### src/rtl/imem_bootload.sv
// Instruction memory with synchronous read and a valid/ready boot-load port.
// Fetches return NOP_WORD while loading or when the address is misaligned/out of range.
module imem_bootload #(
   parameter int unsigned ADDR_WIDTH    = 6,
   parameter string       INIT_FILE     = "",
   parameter bit          LOAD_ON_RESET = 1'b0,
   parameter logic [31:0] NOP_WORD      = 32'h00000013
) (
   input  logic                  clk,
   input  logic                  reset,
   input  logic                  fetch_en,
   input  logic [31:0]           a,
   output logic [31:0]           rd,
   output logic                  misaligned,
   output logic                  out_of_range,
   input  logic                  prog_start,
   input  logic                  prog_valid,
   output logic                  prog_ready,
   input  logic [31:0]           prog_data,
   input  logic                  prog_last,
   output logic                  cpu_hold,
   output logic [ADDR_WIDTH:0]   words_loaded
);

   localparam int unsigned DEPTH = 2 ** ADDR_WIDTH;

   typedef enum logic [0:0] {StLoad, StRun} state_e;

   state_e                state_q, state_d;
   logic [ADDR_WIDTH-1:0] wptr_q, wptr_d;
   logic [ADDR_WIDTH:0]   cnt_q, cnt_d;
   logic [31:0]           mem [DEPTH];

   logic                  accept;
   logic                  final_word;
   logic                  fault_mis;
   logic                  fault_oor;
   logic [ADDR_WIDTH-1:0] raddr;

   assign prog_ready   = (state_q == StLoad);
   assign cpu_hold     = (state_q == StLoad);
   assign words_loaded = cnt_q;

   assign accept     = (state_q == StLoad) & prog_valid;
   // The top word ends the load on its own so wptr never has to wrap.
   assign final_word = accept & (prog_last | (&wptr_q));

   assign fault_mis = |a[1:0];
   assign fault_oor = |(a >> (ADDR_WIDTH + 2));
   assign raddr     = a[ADDR_WIDTH+1:2];

   always_comb begin
      state_d = state_q;
      wptr_d  = wptr_q;
      cnt_d   = cnt_q;
      unique case (state_q)
         StRun: begin
            if (prog_start) begin
               state_d = StLoad;
               wptr_d  = '0;
               cnt_d   = '0;
            end
         end
         StLoad: begin
            if (accept) begin
               cnt_d = cnt_q + 1'b1;
               if (!(&wptr_q)) wptr_d = wptr_q + 1'b1;
               if (final_word) state_d = StRun;
            end
         end
         default: state_d = StRun;
      endcase
   end

   always_ff @(posedge clk) begin
      if (reset) begin
         state_q <= LOAD_ON_RESET ? StLoad : StRun;
         wptr_q  <= '0;
         cnt_q   <= '0;
      end else begin
         state_q <= state_d;
         wptr_q  <= wptr_d;
         cnt_q   <= cnt_d;
      end
   end

   // Array has no reset; an aborted load keeps whatever was already written.
   always_ff @(posedge clk) begin
      if (accept) mem[wptr_q] <= prog_data;
   end

   always_ff @(posedge clk) begin
      if (reset) begin
         rd           <= NOP_WORD;
         misaligned   <= 1'b0;
         out_of_range <= 1'b0;
      end else if (fetch_en) begin
         misaligned   <= fault_mis;
         out_of_range <= fault_oor;
         if ((state_q == StRun) && !fault_mis && !fault_oor) rd <= mem[raddr];
         else rd <= NOP_WORD;
      end
   end

endmodule
### config.mk
export PLATFORM = sky130hd
export DESIGN_NAME = imem_bootload
export DESIGN_NICKNAME = d
export VERILOG_FILES = /design/src/rtl/imem_bootload.sv
export SDC_FILE = /design/constraint.sdc
export NUM_CORES = 2
export LEC_CHECK = 0
export ABC_AREA = 0
export BUFFER_PORTS_ARGS = -buffer_cell sky130_fd_sc_hd__buf_2
export CORE_ASPECT_RATIO = 1.1
export CORE_MARGIN = 10
export CORE_UTILIZATION = 55
export CTS_CLUSTER_SIZE = 8
export DETAILED_ROUTE_END_ITERATION = 6
export PLACE_DENSITY = 0.7
export SYNTH_ARGS = -nofsm -noshare
export SYNTH_HDL_FRONTEND = slang
export SYNTH_SLANG_ARGS = --single-unit
### constraint.sdc
create_clock -name clk -period 3.8 [get_ports clk]
set_clock_uncertainty 0.05 [all_clocks]
set_input_delay 1.14 -clock clk [delete_from_list [all_inputs] [get_ports clk]]
set_output_delay 1.14 -clock clk [all_outputs]
set_load 0.02 [all_outputs]
==> impl_metrics.py <==
metrics = {
    "setup_path": {
        "worst-path-max-fanout": 32,
        "critical_path_arrival_ns": 4.37,
        "crit_type": "input port to flop",
        "cp.required_ns": 4.57,
        "setup.worst_path.end_class": "flop",
        "cp-start-kind": "input port",
    },
    "drt": {
        "drtPass1Iterations": 6,
        "routed_wl_um": 213000,
        "first_iter_violations": 5316,
        "route.detailed.drc": 0,
        "viasPerCell": 6.61,
        "via_count": 42300,
        "antenna_left": 0,
        "wl_per_cell_um": 33.3,
    },
    "synthesis": {
        "synth_ff_type": "edfxtp_1",
        "synth-seq-cells": 2096,
        "synth_edf_count": 2048,
        "syn_nets": 3848,
        "synth.most_common_cell": "edfxtp_1",
        "syn_area_um2": 80500,
        "syn_avg_cell_area_um2": 21.3,
        "yosysTopAreaCell": "edfxtp_1",
        "ys.warnings.count": 0,
        "synth_top_area_share_pct": 76.4,
        "syn_inst": 3776,
        "synth_common_cells": "edfxtp_1, mux4_2, mux2i_1",
        "ys_seq_area_share_pct": 77.6,
        "ys_types": 68,
        "ys_async_sr_fraction_pct": 0,
        "synth.area.top_cells": "edfxtp_1, mux4_2, mux2i_1",
    },
    "clock_network": {
        "clk_path_buf_depth": 4,
        "ctsResizeCount": 0,
        "path_clk_slew_ns": 0.05,
        "post_cts_buffers": 0,
        "h-tree-depth": 5,
        "cts_tree": "built",
        "hold_buffers": 0,
        "cts_buffers": 312,
        "clock_sinks": 2096,
        "cts-root-buf": "clkbuf_16",
        "clk-insertion-delay-late_ns": 0.91,
    },
    "grt": {
        "grt.met1_usage_pct": 35.0,
        "grt_max_degree": 65,
        "met2_usage_pct": 41.1,
        "grt_use_total_pct": 26.3,
        "antenna_found_initial": 10,
        "grt_pass1_vias": 43200,
        "grt.overflow.total": 0,
        "top_usage_layer": "met2",
        "use_met3_pct": 6.04,
        "grt_pass1_wl_um": 306000,
    },
    "cells_and_area": {
        "layout.cells.non_filler": 6392,
        "syn2layout_area_growth_pct": 17.2,
        "nets": 4399,
        "final_area_um2": 94300,
        "drive_gt1_share_pct": 28.5,
    },
    "pwr": {
        "leakage_nw": 30.7,
        "pwr_density_cell_nw_per_um2": 548,
        "combPwrFrac_pct": 4.1,
        "pwr-share-clk_pct": 46.7,
        "total_power_w": 0.0517,
        "p_switching_w": 0.0104,
        "ir_drop_v": 0.000373,
        "p_sw_share_pct": 20.1,
        "seq_power_share_pct": 49.3,
        "p_int_w": 0.0413,
    },
    "die": {
        "die-area_um2": 162000,
        "io_pins": 113,
        "die_w_um": 385,
        "design.core.area_um2": 146000,
        "initial_utilization_pct": 55.2,
        "fp.dieH_um": 421,
        "rows": 147,
    },
    "run_status": {
        "outcome": "completed",
    },
    "job": {
        "max_cap_violations": 0,
    },
    "placement": {
        "io_buffers": 112,
        "dpl.cell_count": 5950,
        "dpl.hpwl_um": 125000,
        "globalplace.congestion": 0.840,
        "placed_area_um2": 85800,
    },
    "timing": {
        "finalCritPeriodShare_pct": 94.7,
        "slew_headroom_pct": 2.87,
        "rsz0062_at_grt": "false",
        "hold_slack_ns": 0.424,
        "finalCriticalPeriod_ns": 3.60,
        "fin_tns_setup_ns": 0,
        "setup_viol": 0,
        "tightest_slew_ns": 1.44,
        "max_freq_ghz": 0.278,
        "hold_viol": 0,
        "slew_violations": 0,
    },
    "hold_path": {
        "hp-class": "flop to flop",
    },
}
final cells by class:
| class | count | area (µm²) |
|---|---|---|
| clock inverter | 5 | 60.1 |
| sequential | 2096 | 62500 |
| tap | 1937 | 2420 |
| timing repair buffer | 447 | 3880 |
| antenna | 3 | 7.51 |
| inverter | 3 | 11.3 |
| multi-input combinational | 1467 | 17000 |
| clock buffer | 434 | 8390 |
| fill | 9419 | 51400 |
registers in the layout, summed over array words and instances, names as in the netlist:
| register | cells |
|---|---|
| words_loaded | 7 |
| misaligned | 1 |
| state_q | 1 |
| rd | 32 |
| wptr_q | 6 |
| mem | 2048 |
| out_of_range | 1 |
power by group through the flow:
stage | logic (W) | registers (W) | clock network (W)
6_report | 0.00211 | 0.0255 | 0.0241
5_1_grt | 0.00222 | 0.0254 | 0.0254
4_1_cts | 0.00211 | 0.0254 | 0.0244
3_5_place_dp | 0.00210 | 0.0259 | 0
3_3_place_gp | 0.00206 | 0.0259 | 0
2_1_floorplan | 0.00114 | 0.0259 | 0
logic make-up after synthesis:
group	synth area share [%]
muxes	14.4
AOI/OAI and AO/OA	3.45
DFF	77.6
buffers and inverters	1.87
adders and majority gates	0.0311
and+or+nand+nor	2.51
xor gates and xnor gates	0.0653
routing by layer:
metal,vias up,routed length [µm]
met5,-,45
met4,8,10900
met3,512,21500
met2,2529,103000
met1,22200,77800
li1,17000,-
worst max-delay path: stages:
cell and delay [ns]:
buf_6 0.29, buf_12 0.28, and4b_1 0.24, buf_4 0.25
a22oi_1 0.24, nand4_1 0.13, o31ai_1 1.19, nand4_1 0.43
nand2_1 0.16
per-stage QoR:
stage                     setup slack [ns]  utilization, %
final                                0.200            64.7
after global routing                 0.294            64.7
after CTS                            0.221            64.7
after detailed placement            -0.669            58.9
after global placement              -0.683            58.9
after floorplan                     -0.131               -
cells in the final DEF, fill, tap and decap left out, types with 8 or more instances in the layout:
cell | netlist | final
o2111ai_1 | 8 | 8
nor2b_1 | 48 | 46
a211oi_1 | 39 | 39
nor3_1 | 32 | 32
nand3b_1 | 8 | 8
mux2_2 | 34 | 34
buf_2 | 53 | 108
edfxtp_1 | 2048 | 2048
a32o_1 | 23 | 23
clkbuf_16 | 0 | 318
mux4_2 | 384 | 384
nand3_1 | 41 | 41
a21oi_1 | 29 | 29
nand4_1 | 31 | 31
nor2_1 | 100 | 34
nor2_4 | 0 | 66
mux2i_1 | 256 | 256
o31ai_1 | 17 | 17
dfxtp_1 | 48 | 48
buf_12 | 3 | 62
nand2_1 | 87 | 87
a22oi_1 | 139 | 139
o21ai_0 | 32 | 32
o22ai_1 | 59 | 59
clkbuf_1 | 45 | 116
o211ai_1 | 11 | 11
buf_4 | 44 | 274
final timing paths:
path / to / slack, ns / startpoint / cells after the start
max: rd[31]$_SDFFE_PP0P_ / 0.20 / a[4] / 9
min reg2reg: rd[2]$_SDFFE_PP0P_ / 0.42 / rd[2]$_SDFFE_PP0P_ / 2
min: rd[2]$_SDFFE_PP0P_ / 0.42 / rd[2]$_SDFFE_PP0P_ / 2
max reg2reg: rd[31]$_SDFFE_PP0P_ / 1.16 / mem[62][31]$_DFFE_PP_ / 6
Power figures use the tool's default switching activity.
